$ cat config.mk
export PLATFORM = sky130hd
export DESIGN_NAME = instr_encoder_loader
export DESIGN_NICKNAME = d
export VERILOG_FILES = /design/src/rtl/instr_enc_pkg.sv /design/src/rtl/enc_fifo.sv /design/src/rtl/instr_encoder_loader.sv
export SDC_FILE = /design/constraint.sdc
export NUM_CORES = 1
export LEC_CHECK = 0
export ABC_AREA = 1
export BUFFER_PORTS_ARGS = -buffer_cell sky130_fd_sc_hd__buf_2
export CORE_UTILIZATION = 47
export DETAILED_ROUTE_END_ITERATION = 10
export PLACE_DENSITY = 0.64
export SYNTH_ARGS = -nofsm -noshare
export SYNTH_HDL_FRONTEND = slang
export SYNTH_SLANG_ARGS = --single-unit
$ cat constraint.sdc
create_clock -name clk -period 4.7 [get_ports clk]
set_clock_uncertainty 0.15 [all_clocks]
set_input_delay 0.235 -clock clk [delete_from_list [all_inputs] [get_ports clk]]
set_output_delay 0.235 -clock clk [all_outputs]
set_load 0.005 [all_outputs]
$ cat src/rtl/instr_enc_pkg.sv
`default_nettype none
// ============================================================================
//  Module      : instr_enc_pkg
//  Description : Shared types, field bit positions and the instruction-word
//                encode function for the instruction encoder/loader.
//                Contents:
//                  instr_type_e  - R_TYPE / I_TYPE selector
//                  load_state_e  - load FSM states
//                  *_LSB         - field bit positions in the 32-bit word
//                  encode_instr  - packs a field set into one word
//  Revision    : 1.0 - initial release
// ============================================================================
package instr_enc_pkg;

    typedef enum logic {
        R_TYPE = 1'b0,
        I_TYPE = 1'b1
    } instr_type_e;

    typedef enum logic [1:0] {
        ST_IDLE  = 2'd0,
        ST_RUN   = 2'd1,
        ST_DRAIN = 2'd2,
        ST_DONE  = 2'd3
    } load_state_e;

    localparam int INSTR_W   = 32;
    localparam int REG_W     = 6;
    localparam int FUNCT_W   = 4;
    localparam int IMM9_W    = 9;
    localparam int IMM15_W   = 15;

    localparam int TYPE_BIT  = 0;
    localparam int RS_LSB    = 1;
    localparam int RD_LSB    = 7;
    localparam int FUNCT_LSB = 13;
    localparam int RT_LSB    = 17;
    localparam int IMM9_LSB  = 23;
    localparam int IMM15_LSB = 17;

    // R-type and I-type share bits [16:0]; the upper 15 bits carry either
    // rt+imm9 or imm15. Fields not belonging to the selected type are dropped.
    function automatic logic [INSTR_W-1:0] encode_instr(
        input instr_type_e        t,
        input logic [REG_W-1:0]   rs,
        input logic [REG_W-1:0]   rd,
        input logic [REG_W-1:0]   rt,
        input logic [FUNCT_W-1:0] funct,
        input logic [IMM9_W-1:0]  imm9,
        input logic [IMM15_W-1:0] imm15
    );
        logic [INSTR_W-1:0] w;
        w                            = '0;
        w[TYPE_BIT]                  = t;
        w[RS_LSB    +: REG_W]        = rs;
        w[RD_LSB    +: REG_W]        = rd;
        w[FUNCT_LSB +: FUNCT_W]      = funct;
        if (t == R_TYPE) begin
            w[RT_LSB   +: REG_W]     = rt;
            w[IMM9_LSB +: IMM9_W]    = imm9;
        end else begin
            w[IMM15_LSB +: IMM15_W]  = imm15;
        end
        return w;
    endfunction

endpackage
`default_nettype wire

$ cat src/rtl/enc_fifo.sv
`default_nettype none
// ============================================================================
//  Module      : enc_fifo
//  Description : Synchronous single-clock FIFO with registered full/empty.
//                Ports:
//                  clk, rst        - clock, synchronous active-high reset
//                  push_i, data_i  - write request and data
//                  pop_i, data_o   - read request; data_o shows the head
//                  full_o, empty_o - occupancy flags
//                A push while full is honoured only when a pop happens in
//                the same cycle. Reset clears the storage as well.
//  Revision    : 1.0 - initial release
// ============================================================================
module enc_fifo #(
    parameter int DEPTH = 4,
    parameter int WIDTH = 32
) (
    input  logic             clk,
    input  logic             rst,
    input  logic             push_i,
    input  logic [WIDTH-1:0] data_i,
    input  logic             pop_i,
    output logic [WIDTH-1:0] data_o,
    output logic             full_o,
    output logic             empty_o
);

    localparam int PTR_W = $clog2(DEPTH);

    logic [WIDTH-1:0] mem_q [DEPTH];
    logic [PTR_W-1:0] wr_ptr_q;
    logic [PTR_W-1:0] rd_ptr_q;
    logic [PTR_W:0]   cnt_q;

    logic w_do_push;
    logic w_do_pop;

    assign full_o    = (cnt_q == (PTR_W+1)'(DEPTH));
    assign empty_o   = (cnt_q == '0);
    assign w_do_pop  = pop_i && !empty_o;
    assign w_do_push = push_i && (!full_o || w_do_pop);
    assign data_o    = mem_q[rd_ptr_q];

    always_ff @(posedge clk) begin
        if (rst) begin
            for (int i = 0; i < DEPTH; i++) begin
                mem_q[i] <= '0;
            end
            wr_ptr_q <= '0;
            rd_ptr_q <= '0;
            cnt_q    <= '0;
        end else begin
            if (w_do_push) begin
                mem_q[wr_ptr_q] <= data_i;
                wr_ptr_q        <= wr_ptr_q + PTR_W'(1);
            end
            if (w_do_pop) begin
                rd_ptr_q <= rd_ptr_q + PTR_W'(1);
            end
            case ({w_do_push, w_do_pop})
                2'b10:   cnt_q <= cnt_q + (PTR_W+1)'(1);
                2'b01:   cnt_q <= cnt_q - (PTR_W+1)'(1);
                default: cnt_q <= cnt_q;
            endcase
        end
    end

endmodule
`default_nettype wire

$ cat src/rtl/instr_encoder_loader.sv
`default_nettype none
// ============================================================================
//  Module      : instr_encoder_loader
//  Description : Encodes instruction field sets into 32-bit words, buffers
//                them in enc_fifo and writes them to instruction memory at
//                consecutive addresses starting from a programmable base.
//                Ports:
//                  clk, rst                 - clock, sync active-high reset
//                  start_i, base_addr_i     - open a session at base address
//                  finish_i                 - end of input; drain then done
//                  in_valid_i / in_ready_o  - field-set handshake
//                  in_type_i .. in_imm15_i  - decoded instruction fields
//                  mem_we_o/addr_o/wdata_o  - memory write port
//                  busy_o, done_o           - session status
//                  count_o                  - words written this session
//                  overflow_o               - sticky, a write hit addr all-ones
//                  checksum_o               - XOR of written words
//                Build option: define ENC_CHECKSUM_EN to add checksum_o.
//  Revision    : 1.0 - initial release
// ============================================================================
module instr_encoder_loader
    import instr_enc_pkg::*;
#(
    parameter int ADDR_W     = 8,
    parameter int FIFO_DEPTH = 4
) (
    input  logic              clk,
    input  logic              rst,
    input  logic              start_i,
    input  logic [ADDR_W-1:0] base_addr_i,
    input  logic              finish_i,
    input  logic              in_valid_i,
    output logic              in_ready_o,
    input  logic              in_type_i,
    input  logic [5:0]        in_rs_i,
    input  logic [5:0]        in_rd_i,
    input  logic [5:0]        in_rt_i,
    input  logic [3:0]        in_funct_i,
    input  logic [8:0]        in_imm9_i,
    input  logic [14:0]       in_imm15_i,
    output logic              mem_we_o,
    output logic [ADDR_W-1:0] mem_addr_o,
    output logic [31:0]       mem_wdata_o,
    output logic              busy_o,
    output logic              done_o,
    output logic [ADDR_W:0]   count_o,
`ifdef ENC_CHECKSUM_EN
    output logic [31:0]       checksum_o,
`endif
    output logic              overflow_o
);

    load_state_e       state_q;
    load_state_e       state_d;
    logic [ADDR_W-1:0] ptr_q;
    logic [ADDR_W:0]   count_q;
    logic              overflow_q;
    logic              mem_we_q;
    logic [ADDR_W-1:0] mem_addr_q;
    logic [31:0]       mem_wdata_q;
`ifdef ENC_CHECKSUM_EN
    logic [31:0]       checksum_q;
`endif

    logic        w_fifo_full;
    logic        w_fifo_empty;
    logic [31:0] w_fifo_head;
    logic [31:0] w_enc_word;
    logic        w_push;
    logic        w_pop;
    logic        w_start;
    logic        w_active;

    assign w_active   = (state_q == ST_RUN) || (state_q == ST_DRAIN);
    assign in_ready_o = (state_q == ST_RUN) && !w_fifo_full;
    assign w_push     = in_valid_i && in_ready_o;
    assign w_pop      = w_active && !w_fifo_empty;
    // start only opens a session from an idle or finished state
    assign w_start    = start_i && ((state_q == ST_IDLE) || (state_q == ST_DONE));

    assign w_enc_word = encode_instr(instr_type_e'(in_type_i), in_rs_i, in_rd_i,
                                     in_rt_i, in_funct_i, in_imm9_i, in_imm15_i);

    enc_fifo #(
        .DEPTH (FIFO_DEPTH),
        .WIDTH (32)
    ) u_fifo (
        .clk     (clk),
        .rst     (rst),
        .push_i  (w_push),
        .data_i  (w_enc_word),
        .pop_i   (w_pop),
        .data_o  (w_fifo_head),
        .full_o  (w_fifo_full),
        .empty_o (w_fifo_empty)
    );

    // An empty FIFO in DRAIN also means no pop this cycle, so the last
    // write's strobe is already on the outputs and done follows it directly.
    always_comb begin
        state_d = state_q;
        case (state_q)
            ST_IDLE:  if (start_i)      state_d = ST_RUN;
            ST_RUN:   if (finish_i)     state_d = ST_DRAIN;
            ST_DRAIN: if (w_fifo_empty) state_d = ST_DONE;
            ST_DONE:  if (start_i)      state_d = ST_RUN;
            default:                    state_d = ST_IDLE;
        endcase
    end

    always_ff @(posedge clk) begin
        if (rst) begin
            state_q     <= ST_IDLE;
            ptr_q       <= '0;
            count_q     <= '0;
            overflow_q  <= 1'b0;
            mem_we_q    <= 1'b0;
            mem_addr_q  <= '0;
            mem_wdata_q <= '0;
`ifdef ENC_CHECKSUM_EN
            checksum_q  <= '0;
`endif
        end else begin
            state_q  <= state_d;
            mem_we_q <= w_pop;
            if (w_start) begin
                ptr_q      <= base_addr_i;
                count_q    <= '0;
                overflow_q <= 1'b0;
`ifdef ENC_CHECKSUM_EN
                checksum_q <= '0;
`endif
            end else if (w_pop) begin
                mem_addr_q  <= ptr_q;
                mem_wdata_q <= w_fifo_head;
                ptr_q       <= ptr_q + ADDR_W'(1);
                count_q     <= count_q + (ADDR_W+1)'(1);
                if (ptr_q == '1) begin
                    overflow_q <= 1'b1;
                end
`ifdef ENC_CHECKSUM_EN
                checksum_q  <= checksum_q ^ w_fifo_head;
`endif
            end
        end
    end

    assign mem_we_o    = mem_we_q;
    assign mem_addr_o  = mem_addr_q;
    assign mem_wdata_o = mem_wdata_q;
    assign busy_o      = w_active;
    assign done_o      = (state_q == ST_DONE);
    assign count_o     = count_q;
    assign overflow_o  = overflow_q;
`ifdef ENC_CHECKSUM_EN
    assign checksum_o  = checksum_q;
`endif

endmodule
`default_nettype wire
Word level (Yosys, flattened, before mapping). Memories as Yosys holds them, arrays and structs flattened. A register that Yosys moved wholly into a read port is not among the register bits. Cells that the tools add are included.

Memories kept: 1. Latch bits: 0. Output and inout port bits: 54. Word-level logic and storage cells: 64. Bits in registers: 36. Bits in read-only memories: 0. RAM bits: 128.

Add/subtract/negate cells: 6. Div/mod/pow operators: 0. Equality and inequality tests: 10. Shifts and indexed selects: 0. Magnitude comparators: 0. Multipliers: 0. Muxes and demuxes: 16. Reduce and logical (&&, ||, !) cells: 21. Bitwise logic cells: 1.

Memories: u_fifo.mem_q (words 4, bits a word 32, read ports 1, clocked after Yosys merged registers in 1, write ports 4, line enc_fifo.sv:30) `logic [WIDTH-1:0] mem_q [DEPTH];`.

Operators by type and width (number): $mux 32 (1); $reduce_or 32->1 (1); $mux 8 (2); $mux 15 (1); $add 9x1->9 const B (1); $add 8x1->8 const B (1); $eq 8x8->1 const B (1); $mux 2 (4); $eq 2x2->1 const B (3); $logic_and 1x1->1 (6); $mux 1 (6); $pmux 2 s3 (1); $pmux 3 s2 (1); $add 2x1->2 const B (2); $eq 2x1->1 const B (2); $ne 2x1->1 const B (2); $reduce_and 2->1 (2); $reduce_bool 2->1 (2); $reduce_or 2->1 (2); $add 3x1->3 const B (1); $eq 3x3->1 const B (1); $logic_not 3->1 (1); $logic_or 1x1->1 (3); $reduce_and 3->1 (1); 5 further kinds (6).

Logic depth before layout (Yosys ltp).
Depth after elaboration: 11. Gate-level depth with buffers: 12. Depth with buffers taken out: 12.

Cells and area by module. From an unflattened synthesis, not the netlist that was laid out.

Cells, all modules: 938. Area total of the unflattened synthesis: 8922.3 µm².

Modules (own cells, without submodules): enc_fifo (seq. area each 4023.9 µm², cells each 580, instances 1, area an instance 6239.7 µm²); instr_encoder_loader (seq. area each 1221.2 µm², cells each 358, instances 1, area an instance 2682.6 µm²).

Least setup slack after synthesis. No wires, ideal clock.

Kind: register -> register. Start: register state_q[0]. End: memory u_fifo.mem_q[3][0] (enable). Cell stages (with the launch flop): 6. Clock period less this slack: 3879 ps. Setup slack: 821 ps. Arrival time: 3259 ps. Required time: 4080 ps. Cells stage by stage: dfxtp_1 ha_1 inv_1 a21oi_4 nand2_4 o31ai_1.

RTL lines: start: declaration (line instr_encoder_loader.sv:53) `load_state_e state_q;`; start signal: assignment (line instr_encoder_loader.sv:124) `state_q <= state_d;`; end: declaration (line enc_fifo.sv:30).

==> run summary <==
input/output buffers: 113
first-pass GRT wire length: 29800 um
worst slew pin tran: 1040 ps
number of endpoints with negative hold slack in the final report: 0
setup repair after global routing missed its margin: false
drt total wl: 18900 um
data required time at the worst endpoint: 4620 ps
horizontal extent of the die: 136 um
Crit path buffers/inverters: 1
Crit Path Class: reg2reg
CTS tree: built
antenna violations before repair: 0
Yosys warning count: 0
number of enable flip-flop cells after synthesis: 128
final antenna diode count: 0
endpoint type of the worst setup path: flop
final setup violation count: 0
biggest area contributors in the synthesized netlist: edfxtp_1 (45%), dfxtp_1 (16%), nor2_1 (12%)
Max Root-Sink Buffers: 2
cell family contributing the most delay on the critical path: simple AND/OR/NAND/NOR gates
biggest area consumer among synthesized cells: edfxtp_1
area share of the largest cell type after synthesis: 45.4%
Die Ht: 136 um
violation count after the first detailed-routing iteration: 411
Critical Path Slowest Stage Cell: nand2_2
number of max-slew violations in the final report: 0
standby leakage power: 4.07 nW
result of the run: complete, no violations
via count of the first global-routing pass: 6037
largest net degree at the start of global routing: 87
crit path setup slack, layout: 1570 ps
synthesized instance count: 906
Max-Slew Margin vs Limit: 30.3%
via count normalized by instance count: 5.17
number of nets produced by synthesis: 973
worst setup slack before clock tree synthesis: 1540 ps
final estimated routing congestion in global placement: 0.789
final HPWL from detailed placement: 11000 um
final design utilization: 56.9%
# rows: 48
area taken by flip-flops and latches: 5210 sq um
count of filler cells inserted in the layout: 1538
design area: 9950 sq um
post-synthesis to final-layout area growth: 17.4%
final critical-path required period: 3130 ps
starting utilization of the core area: 48.5%
kind of start point of the critical path: flop
max_cap viols: 0
critical-path maximum fanout: 35
cell area power density: 510 nW/um^2
worst IR drop on VDD: 0.315 mV
number of buffers added by the clock tree synthesis step: 17
class of the tightest hold or removal check: in2reg
number of clock sinks seen by CTS: 196
post-route DRC violation count: 0
number of vias after detailed routing: 6464
Cell variety after synth: 35
achievable clock frequency: 319 MHz
area used by multi-input combinational logic: 2830 sq um
critical-path cell list: ha_1 -> inv_1 -> a21oi_4 -> nand2_4 -> nor2_8 -> nand3_4 -> nand2_2
share of the yosys chip area belonging to registers: 61.4%
number of H-tree levels: 4
Seq cells post-synth: 196
final net count: 1079
global routing usage summed across all routing layers: 21.3%
router iterations before antenna repair: 5
Post-Route Setup TNS: 0 ps
register clock-pin slew on the reported worst setup and hold paths: 80 ps
Die ar.: 18600 sq um
part of the cycle the worst path needs: 66.7%
area after detailed placement: 9200 sq um
I/O Pins: 114
most common flop cell mapped by yosys: edfxtp_1
Core Box Area: 17500 sq um
fraction of registers with async set or reset after synthesis: 0%
maximum single-stage delay on the critical path: 770 ps
average size of a mapped cell: 9.35 sq um
clock root buffer: clkbuf_16
global route total overflow: 0
detail-routed net length per standard cell: 15.1 um
count of nets left with antenna violations after detail routing: 0
clock latency at the later pin of the worst-skew pair: 440 ps
combined area of all synthesized cells: 8470 sq um
data arrival time of the worst path: 3050 ps
share of post-route cells with drive strength above 1: 18.0%
## synth_stat cells, types with 6 or more instances
master	n
inv_1	64
ha_1	6
clkbuf_1	27
nand3_1	11
a21oi_1	25
mux2_2	15
nand2_1	101
buf_2	17
o21ai_0	118
nor2_1	260
dfxtp_1	68
edfxtp_1	128
a31oi_1	32
## cell families after synthesis
family | after synthesis | synth area share [%]
buf+inv | 119 | 5.74
xor+xnor | 1 | 0.103
compound gates | 183 | 11.6
simple gates | 385 | 18.0
fa+ha+maj | 7 | 1.12
flops | 196 | 61.4
mux | 15 | 1.99
## routing by layer
metal	global-route usage, %	vias to the layer above	wire length (um)
met3	4.55	30	1010
met2	35.6	171	9160
met5	0	-	0
met1	26.5	3018	8240
li1	-	3245	-
met4	9.01	0	464
## registers in the layout, summed over array words and instances, names as in the netlist, 2 cells and up
name,count
u_fifo.mem_q,128
u_fifo.wr_ptr_q,2
ptr_q,8
state_q,2
u_fifo.cnt_q,3
u_fifo.rd_ptr_q,2
count_o,9
mem_wdata_o,32
mem_addr_o,8
## stage by stage
| step | hold WS [ps] | power [mW] | std cells |
|---|---|---|---|
| CTS | 1.27 | 5.12 | 1250 |
| floorplan | 281 | 3.22 | 906 |
| finish | 10.7 | 5.08 | 1250 |
| global route | 13.8 | 5.39 | 1250 |
| detailed placement | 304 | 3.69 | 1200 |
| global placement | 301 | 3.67 | 1200 |
## path summary, 6_finish.rpt
| path | cells past startpoint | slack, ps | to | start |
|---|---|---|---|---|
| worst max-delay path | 7 | 1570 | u_fifo.mem_q[0][4] | state_q[0] |
| worst min-delay path | 3 | 10 | u_fifo.mem_q[3][11] | in_rd_i[4] |
| worst max register to register | 7 | 1570 | u_fifo.mem_q[0][4] | state_q[0] |
| worst min register to register | 2 | 320 | mem_addr_o[7] | mem_addr_o[7] |
## cell type report
type	count	area share, %
inverters	66	2.49
flip-flops and latches	196	52.3
repair buffers	140	8.18
clock inverters	15	1.46
multi-input cells	591	28.4
well taps	225	2.83
clock buffers	17	4.28
## tightest hold or removal path, delay by kind of cell
| family | cells | cell delay, ps |
|---|---|---|
| buffers and inverters | 2 | 140 |
| AND/OR/NAND/NOR | 1 | 110 |
## layout by cell type (no fill, tap or decap), types with 3 or more instances in the layout
cell	Yosys	routed
a21oi_1	25	25
a31oi_1	32	32
buf_2	17	113
buf_4	5	9
clkbuf_16	0	17
clkinv_2	0	3
dfxtp_1	68	67
dlygate4sd3_1	0	18
edfxtp_1	128	128
ha_1	6	6
inv_1	64	63
inv_6	0	6
mux2_2	15	15
nand2_1	101	100
nand3_1	11	11
nor2_1	260	260
o21ai_0	118	116
## timing repair
action | CTS | global route
hold buffers | 18 | 0
hold endpoints to repair | 18 | 0
setup buffers | 0 | 0
resized for setup | 0 | 0
## power breakdown
part	switching [mW]	internal (mW)	total (mW)
Combinational	0.944	0.456	1.40
Clock	0.676	0.747	1.42
Sequential	0.139	2.12	2.25
Total	1.76	3.32	5.08
Power figures use the tool's default switching activity.
